### config.mk
export PLATFORM = sky130hd
export DESIGN_NAME = fft_mag_scan_ctrl_flat
export DESIGN_NICKNAME = d
export VERILOG_FILES = /design/src/rtl/fft_mag_scan_ctrl_if.sv /design/src/rtl/fft_mag_scan_ctrl.sv /design/src/flat_wrapper.sv
export SDC_FILE = /design/constraint.sdc
export NUM_CORES = 1
export LEC_CHECK = 0
export BUFFER_PORTS_ARGS = -buffer_cell sky130_fd_sc_hd__buf_2
export CAP_MARGIN = 30
export CORE_AREA = 2 2 121 123
export CTS_BUF_LIST = sky130_fd_sc_hd__clkbuf_8
export DETAILED_ROUTE_END_ITERATION = 16
export DIE_AREA = 0 0 123 125
export GPL_ROUTABILITY_DRIVEN = 0
export PLACE_DENSITY = 0.71
export REMOVE_ABC_BUFFERS = 1
export SYNTH_ARGS = -nofsm -noshare
export SYNTH_HDL_FRONTEND = slang
export SYNTH_SLANG_ARGS = --single-unit
### constraint.sdc
create_clock -name clk -period 1.95 [get_ports clk]
set_input_delay 0 -clock clk [delete_from_list [all_inputs] [get_ports clk]]
set_output_delay 0 -clock clk [all_outputs]
set_load 0.02 [all_outputs]
### src/rtl/fft_mag_scan_ctrl_if.sv
// ----------------------------------------------------------------------------
// fft_mag_scan_ctrl_if
//
// This interface bundles every non-clock signal of fft_mag_scan_ctrl. The
// "master" modport is the sequencer's view. The "slave" modport is the view of
// the environment: the system controller, the FFT buffer RAM, the magnitude
// estimator and the detection logic.
//
// Handshake semantics:
//   start      - Frame request level. It is sampled only while the sequencer
//                is idle (busy=0, done=0). At any other time it is ignored and
//                nothing is queued.
//   busy       - High from the first RAM read through the last pipeline flush
//                cycle.
//   done       - One-cycle pulse in the cycle after busy falls. peak_idx and
//                peak_mag are final from this pulse until the next accepted
//                start.
//   ram_rd     - Read strobe for the FFT buffer. ram_re/ram_im must present
//                bin ram_addr on the following cycle.
//   mag_en     - Qualifies mag_re/mag_im. The estimator returns its registered
//                result on mag_in on the following cycle.
//   bin_valid  - Qualifies bin_idx/bin_mag. There is no backpressure: the
//                consumer must take one word per cycle.
//
// Signal summary (widths):
//   start, busy, done, ram_rd, mag_en, bin_valid : 1
//   ram_addr, bin_idx, peak_idx                  : AW
//   ram_re, ram_im, mag_re, mag_im               : 40 (two's complement)
//   mag_in, bin_mag, peak_mag                    : 41 (unsigned)
// ----------------------------------------------------------------------------
interface fft_mag_scan_ctrl_if #(
    parameter int AW = 6
);
    logic          start;
    logic          busy;
    logic          done;
    logic          ram_rd;
    logic [AW-1:0] ram_addr;
    logic [39:0]   ram_re;
    logic [39:0]   ram_im;
    logic [39:0]   mag_re;
    logic [39:0]   mag_im;
    logic          mag_en;
    logic [40:0]   mag_in;
    logic          bin_valid;
    logic [AW-1:0] bin_idx;
    logic [40:0]   bin_mag;
    logic [AW-1:0] peak_idx;
    logic [40:0]   peak_mag;

    modport master (
        input  start, ram_re, ram_im, mag_in,
        output busy, done, ram_rd, ram_addr, mag_re, mag_im, mag_en,
               bin_valid, bin_idx, bin_mag, peak_idx, peak_mag
    );

    modport slave (
        output start, ram_re, ram_im, mag_in,
        input  busy, done, ram_rd, ram_addr, mag_re, mag_im, mag_en,
               bin_valid, bin_idx, bin_mag, peak_idx, peak_mag
    );
endinterface

### src/rtl/fft_mag_scan_ctrl.sv
// ----------------------------------------------------------------------------
// fft_mag_scan_ctrl
//
// This block sweeps one FFT frame out of the FFT output buffer RAM. Each bin
// pair is fed to the external magnitude estimator. The block then streams the
// per-bin magnitudes and records the peak bin of the frame.
//
// Ports:
//   clk         - System clock, rising edge.
//   reset       - Synchronous, active-high reset. It forces IDLE and drops all
//                 pipeline valids. A frame in progress is discarded.
//   io_bus      - fft_mag_scan_ctrl_if.master. It carries the start/busy/done
//                 handshake, the RAM read port, the estimator port, the bin
//                 stream and the peak result.
//   o_dbg_state - Current FSM state, encoded as:
//                 0 = IDLE, 1 = RUN, 2 = DRAIN, 3 = DONE.
//
// Parameters:
//   NPOINT - Number of bins per frame. It must be a power of two in the range
//            4..4096.
//   AW     - Bin index width. It must equal log2(NPOINT).
//
// Build option:
//   PEAK_SKIP_DC_EN - When this macro is defined, bin 0 (the DC bin) is left
//                     out of peak tracking and bin 1 seeds the peak. Bin 0 is
//                     still streamed on bin_valid.
//
// Pipeline, for a start sampled at edge 0:
//   cycles 1..N     RUN    ram_rd, ram_addr = 0..N-1
//   cycles 2..N+1   stage1 mag_en, mag_re/mag_im = ram_re/ram_im
//   cycles 3..N+2   stage2 bin_valid, bin_mag = mag_in
//   cycle  N+3      DONE   done pulse
// ----------------------------------------------------------------------------
module fft_mag_scan_ctrl #(
    parameter int NPOINT = 64,
    parameter int AW     = 6
) (
    input  logic                clk,
    input  logic                reset,
    fft_mag_scan_ctrl_if.master io_bus,
    output logic [1:0]          o_dbg_state
);

    typedef enum logic [1:0] {
        S_IDLE  = 2'd0,
        S_RUN   = 2'd1,
        S_DRAIN = 2'd2,
        S_DONE  = 2'd3
    } state_t;

    localparam logic [AW-1:0] LAST_ADDR = AW'(NPOINT - 1);

    // FSM
    state_t        r_state;
    state_t        w_next;
    logic          w_busy;
    logic          w_done;
    logic          w_rd;

    // Read-address counter and the drain-cycle toggle
    logic [AW-1:0] r_addr;
    logic          r_drain;

    // Pipeline: stage 1 (estimator input), stage 2 (bin stream)
    logic          r_s1_valid;
    logic [AW-1:0] r_s1_idx;
    logic          r_s2_valid;
    logic [AW-1:0] r_s2_idx;

    // Peak tracking
    logic [AW-1:0] r_peak_idx;
    logic [40:0]   r_peak_mag;
    logic          w_eligible;
    logic          w_first;
    logic          w_peak_load;

    // ------------------------------------------------------------------------
    // FSM: state register
    // ------------------------------------------------------------------------
    always_ff @(posedge clk) begin
        if (reset) begin
            r_state <= S_IDLE;
        end else begin
            r_state <= w_next;
        end
    end

    // ------------------------------------------------------------------------
    // FSM: next-state logic
    // ------------------------------------------------------------------------
    always_comb begin
        w_next = r_state;
        unique case (r_state)
            S_IDLE: begin
                if (io_bus.start) begin
                    w_next = S_RUN;
                end
            end
            S_RUN: begin
                // Leave RUN once the final address has been issued.
                if (r_addr == LAST_ADDR) begin
                    w_next = S_DRAIN;
                end
            end
            S_DRAIN: begin
                // r_drain is 0 in the first drain cycle and 1 in the second.
                if (r_drain) begin
                    w_next = S_DONE;
                end
            end
            S_DONE: begin
                w_next = S_IDLE;
            end
            default: begin
                w_next = S_IDLE;
            end
        endcase
    end

    // ------------------------------------------------------------------------
    // FSM: outputs
    // ------------------------------------------------------------------------
    always_comb begin
        w_busy = 1'b0;
        w_done = 1'b0;
        w_rd   = 1'b0;
        unique case (r_state)
            S_RUN: begin
                w_busy = 1'b1;
                w_rd   = 1'b1;
            end
            S_DRAIN: begin
                w_busy = 1'b1;
            end
            S_DONE: begin
                w_done = 1'b1;
            end
            default: begin
                w_busy = 1'b0;
            end
        endcase
    end

    // ------------------------------------------------------------------------
    // Address counter and drain counter
    // ------------------------------------------------------------------------
    always_ff @(posedge clk) begin
        if (reset) begin
            r_addr <= '0;
        end else begin
            unique case (r_state)
                S_IDLE: begin
                    if (io_bus.start) begin
                        r_addr <= '0;
                    end
                end
                S_RUN: begin
                    // The counter wraps to 0 after NPOINT-1. This leaves it
                    // cleared for the next frame.
                    r_addr <= r_addr + AW'(1);
                end
                default: begin
                    r_addr <= r_addr;
                end
            endcase
        end
    end

    always_ff @(posedge clk) begin
        if (reset) begin
            r_drain <= 1'b0;
        end else begin
            r_drain <= (r_state == S_DRAIN) ? ~r_drain : 1'b0;
        end
    end

    // ------------------------------------------------------------------------
    // Pipeline: the bin index travels alongside the data
    // ------------------------------------------------------------------------
    always_ff @(posedge clk) begin
        if (reset) begin
            r_s1_valid <= 1'b0;
            r_s1_idx   <= '0;
            r_s2_valid <= 1'b0;
            r_s2_idx   <= '0;
        end else begin
            r_s1_valid <= w_rd;
            r_s2_valid <= r_s1_valid;
            if (w_rd) begin
                r_s1_idx <= r_addr;
            end
            if (r_s1_valid) begin
                r_s2_idx <= r_s1_idx;
            end
        end
    end

    // ------------------------------------------------------------------------
    // Peak tracking
    // The first eligible bin seeds the peak unconditionally. This means no
    // clear is needed at start, and a frame of all-zero magnitudes still
    // reports a defined bin. A later bin replaces the peak only if its
    // magnitude is strictly greater, so a tie keeps the lower index.
    // ------------------------------------------------------------------------
`ifdef PEAK_SKIP_DC_EN
    assign w_eligible = (r_s2_idx != '0);
    assign w_first    = (r_s2_idx == AW'(1));
`else
    assign w_eligible = 1'b1;
    assign w_first    = (r_s2_idx == '0);
`endif

    assign w_peak_load = r_s2_valid && w_eligible &&
                         (w_first || (io_bus.mag_in > r_peak_mag));

    always_ff @(posedge clk) begin
        if (reset) begin
            r_peak_idx <= '0;
            r_peak_mag <= '0;
        end else if (w_peak_load) begin
            r_peak_idx <= r_s2_idx;
            r_peak_mag <= io_bus.mag_in;
        end
    end

    // ------------------------------------------------------------------------
    // Outputs
    // ------------------------------------------------------------------------
    assign io_bus.busy      = w_busy;
    assign io_bus.done      = w_done;
    assign io_bus.ram_rd    = w_rd;
    assign io_bus.ram_addr  = r_addr;

    // The estimator inputs are passthroughs. They are meaningful only while
    // mag_en is high.
    assign io_bus.mag_re    = io_bus.ram_re;
    assign io_bus.mag_im    = io_bus.ram_im;
    assign io_bus.mag_en    = r_s1_valid;

    // bin_mag is gated so that it reads 0 outside the stream. This keeps it
    // independent of whatever the estimator holds between frames.
    assign io_bus.bin_valid = r_s2_valid;
    assign io_bus.bin_idx   = r_s2_idx;
    assign io_bus.bin_mag   = r_s2_valid ? io_bus.mag_in : 41'd0;

    assign io_bus.peak_idx  = r_peak_idx;
    assign io_bus.peak_mag  = r_peak_mag;

    assign o_dbg_state      = r_state;

endmodule

### src/flat_wrapper.sv
// flat-port wrapper written by rule: the top's interface ports become plain ports
module fft_mag_scan_ctrl_flat 
#(
    parameter int NPOINT = 64,
    parameter int AW     = 6
)
  (clk, reset, o_dbg_state, io_bus_start, io_bus_ram_re, io_bus_ram_im, io_bus_mag_in, io_bus_busy, io_bus_done, io_bus_ram_rd, io_bus_ram_addr, io_bus_mag_re, io_bus_mag_im, io_bus_mag_en, io_bus_bin_valid, io_bus_bin_idx, io_bus_bin_mag, io_bus_peak_idx, io_bus_peak_mag);
  fft_mag_scan_ctrl_if #(.AW(AW)) io_bus_i ();
  input  logic clk;
  input  logic reset;
  output logic [1:0] o_dbg_state;
  input wire logic [$bits(io_bus_i.start)-1:0] io_bus_start;
  input wire logic [$bits(io_bus_i.ram_re)-1:0] io_bus_ram_re;
  input wire logic [$bits(io_bus_i.ram_im)-1:0] io_bus_ram_im;
  input wire logic [$bits(io_bus_i.mag_in)-1:0] io_bus_mag_in;
  output wire logic [$bits(io_bus_i.busy)-1:0] io_bus_busy;
  output wire logic [$bits(io_bus_i.done)-1:0] io_bus_done;
  output wire logic [$bits(io_bus_i.ram_rd)-1:0] io_bus_ram_rd;
  output wire logic [$bits(io_bus_i.ram_addr)-1:0] io_bus_ram_addr;
  output wire logic [$bits(io_bus_i.mag_re)-1:0] io_bus_mag_re;
  output wire logic [$bits(io_bus_i.mag_im)-1:0] io_bus_mag_im;
  output wire logic [$bits(io_bus_i.mag_en)-1:0] io_bus_mag_en;
  output wire logic [$bits(io_bus_i.bin_valid)-1:0] io_bus_bin_valid;
  output wire logic [$bits(io_bus_i.bin_idx)-1:0] io_bus_bin_idx;
  output wire logic [$bits(io_bus_i.bin_mag)-1:0] io_bus_bin_mag;
  output wire logic [$bits(io_bus_i.peak_idx)-1:0] io_bus_peak_idx;
  output wire logic [$bits(io_bus_i.peak_mag)-1:0] io_bus_peak_mag;
  assign io_bus_i.start = io_bus_start;
  assign io_bus_i.ram_re = io_bus_ram_re;
  assign io_bus_i.ram_im = io_bus_ram_im;
  assign io_bus_i.mag_in = io_bus_mag_in;
  assign io_bus_busy = io_bus_i.busy;
  assign io_bus_done = io_bus_i.done;
  assign io_bus_ram_rd = io_bus_i.ram_rd;
  assign io_bus_ram_addr = io_bus_i.ram_addr;
  assign io_bus_mag_re = io_bus_i.mag_re;
  assign io_bus_mag_im = io_bus_i.mag_im;
  assign io_bus_mag_en = io_bus_i.mag_en;
  assign io_bus_bin_valid = io_bus_i.bin_valid;
  assign io_bus_bin_idx = io_bus_i.bin_idx;
  assign io_bus_bin_mag = io_bus_i.bin_mag;
  assign io_bus_peak_idx = io_bus_i.peak_idx;
  assign io_bus_peak_mag = io_bus_i.peak_mag;
  fft_mag_scan_ctrl #(.NPOINT(NPOINT), .AW(AW)) u_core (.clk(clk), .reset(reset), .io_bus(io_bus_i), .o_dbg_state(o_dbg_state));
endmodule
==> summary.txt <==
Setup path
  – Worst setup SP type: flip-flop
  – Worst endpoint required time: 2.23 ns
  – CP Class: flip-flop to flip-flop
  – Worst EP arrival: 2.65 ns
  – CP max FO: 7
  – Kind of end point of the critical path: flip-flop

Final layout
  – Share of cells above drive strength 1: 37.6%
  – Diodes inserted: 0
  – Fillers: 1,390
  – Nets: 912
  – Layout overhead on the synthesized area: 34.9%

STA
  – Min cycle time layout: 2.36 ns
  – Slew margin rel.: 71.9%
  – Worst slew pin tran: 0.421 ns
  – Setup-failing EPs final: 47
  – RSZ-0062 raised after global routing: yes
  – Setup TNS: -17.90 ns
  – Final period utilization: 121%
  – Skew final: 0.0142 ns
  – Fmax: 423 MHz
  – Worst hold slack: 0.000161 ns
  – Slack of the critical path: -0.414 ns
  – Final hold vios: 0
  – Slew Limit Fails: 0

Yosys
  – Synthesized area per cell: 8.65 um2
  – Synthesized area: 4950 um2
  – Fraction of registers with async set/reset: 0%
  – Synth Flop Type: dfxtp_1
  – Most instantiated library cell after synthesis: nand2b_1
  – Seq cells post-synth: 70
  – Sequential fraction of the synthesis area: 28.3%
  – Yosys warnings: 0
  – Largest cells by area after synthesis: dfxtp_1 (28%), nand2b_1 (12%), buf_4 (12%)
  – Yosys cell types: 37
  – Top-area cell type share of the netlist area: 28.3%
  – EDFF count, synth: 0
  – Syn Inst Count: 572
  – Commonest cells post-synth: nand2b_1 (97), buf_4 (80), dfxtp_1 (70)
  – Top cell type by total area after synthesis: dfxtp_1

Drt
  – Iter 0 DRT Violations: 180
  – DRC Markers: 0
  – DR vias: 4,403
  – TritonRoute pass-1 iters: 4
  – DRT Wirelength: 23.2 mm
  – Post-route ant nets: 0
  – Vias per cell: 4.73
  – Drt wl/cell: 25.0 um

Place
  – IO Port Bufs: 150
  – Hpwl dp: 18.8 mm

Min path
  – Type of the worst min-delay path: primary input to output port

Power
  – Maximum vdd drop: 0.000795 V
  – PD cells: 699 nW/um2
  – LEAKAGE: 3.04 nW

CTS
  – Num CTS Buffers: 9
  – CTS H-tree depth: 3
  – Clk Latency, worst-skew pair: 0.36 ns
  – Clk slew on worst S/H paths: 0.08 ns
  – Clock Root Buffer: clkbuf_8
  – Clk sinks: 70
  – CTS tree: done
  – Clock tree buffer depth: 2

Floorplan
  – Die H: 125 um
  – Die Area: 15,400 um2
  – CORE AREA: 14,200 um2
  – IO Count: 311
  – Horiz. Die Dim: 123 um
  – Initial Utilization: 34.8%
  – Site Rows: 44

GRT
  – Initial antenna violation count: 0
  – Total GRT Usage: 29.6%
  – Grt total ovfl: 0
  – Largest net degree at the start of global routing: 115
  – First-pass GRT wire length: 30.7 mm
  – Vias in the first global route: 3,992

Outcome
  – Failing checks: negative setup slack
  – Status: finished with violations

Job
  – Max Cap Violations: 0
## cell usage in the layout (no fill, tap or decap), types with 7 or more instances in the layout
master,instances
a21oi_1,14
and2_1,41
buf_2,150
buf_4,65
clkbuf_8,9
dfxtp_1,54
dfxtp_2,16
dlygate4sd3_1,36
ha_1,35
ha_4,11
inv_1,41
mux2i_1,60
nand2_1,12
nand2b_1,97
nand3_1,8
nand4_1,7
nor2_1,26
## logic make-up after synthesis
family	Yosys count	synth area share (%)
flops	70	28.3
mux	60	12.1
simple gates	203	23.8
buf+inv	148	17.9
xor+xnor	4	0.708
compound gates	41	5.46
fa+ha+maj	46	11.6
## power breakdown
group / internal, mW / leakage (nW) / switching [mW]
Combinational: 0.847 / 2.37 / 0.953
Sequential: 1.54 / 0.574 / 0.0915
Clock: 0.595 / 0.0972 / 0.635
## path summary, 6_finish.rpt
check / startpoint / end / slack (ns) / cells past startpoint
worst max-delay path: u_core.io_bus.peak_mag[8] / u_core.io_bus.peak_mag[27] / -0.41 / 10
worst min-delay path: io_bus_ram_im[15] / io_bus_mag_im[15] / 0.0002 / 0
worst max register to register: u_core.io_bus.peak_mag[8] / u_core.io_bus.peak_mag[27] / -0.41 / 10
worst min register to register: u_core.io_bus.peak_idx[1] / u_core.io_bus.peak_idx[1] / 0.48 / 2
## layout make-up
class | count | area [um2] | share of cell area, %
Timing Repair Buffer | 262 | 1830 | 27.4
Multi-Input combinational cell | 354 | 2820 | 42.3
Tap cell | 184 | 230 | 3.45
Clock inverter | 7 | 75.1 | 1.13
Sequential cell | 70 | 1420 | 21.3
Clock buffer | 9 | 124 | 1.86
Inverter | 45 | 169 | 2.53
## repair_timing
item	in CTS	in global routing
buffers inserted	6	4
endpoints found under the hold margin	36	0
pin swaps	15	16
setup endpoints to repair	47	49
gates resized for setup	30	17
cloned	5	0
hold buffers	36	0
## through the flow
step | std cells | total power [mW] | setup WS (ns) | util [%] | area, um2
finish | 931 | 4.66 | -0.414 | 47.0 | 6670
global route | 931 | 4.93 | -0.541 | 47.0 | 6670
CTS | 928 | 4.68 | -0.386 | 46.3 | 6580
detailed placement | 865 | 3.20 | -0.428 | 40.2 | 5710
global placement | 865 | 3.18 | -0.430 | 40.2 | 5710
floorplan | 469 | 2.62 | -1.47 | - | 4230
## critical path, cell delays in order, from the launching register on
cell	delay, ns
dfxtp_2	0.34
inv_2	0.05
ha_4	0.21
a211oi_2	0.24
o211ai_1	0.15
o211ai_1	0.24
o211ai_1	0.22
a41o_2	0.39
buf_6	0.15
buf_12	0.14
mux2i_1	0.15
## registers in the layout, indices dropped and copies added, names as in the netlist
name / flops
u_core.io_bus.peak_mag: 41
u_core.r_s1_idx: 6
u_core.io_bus.bin_valid: 1
u_core.io_bus.bin_idx: 6
u_core.o_dbg_state: 2
u_core.io_bus.ram_addr: 6
u_core.r_drain: 1
u_core.io_bus.peak_idx: 6
u_core.io_bus.mag_en: 1
## per-layer routing
layer  global-route usage [%]  wire length (um)
met3                     30.3              4950
met5                     9.87               191
met2                     51.3             11400
met1                     20.8              6070
met4                     9.22               666
Note: power is estimated with default switching activity, not from simulation.
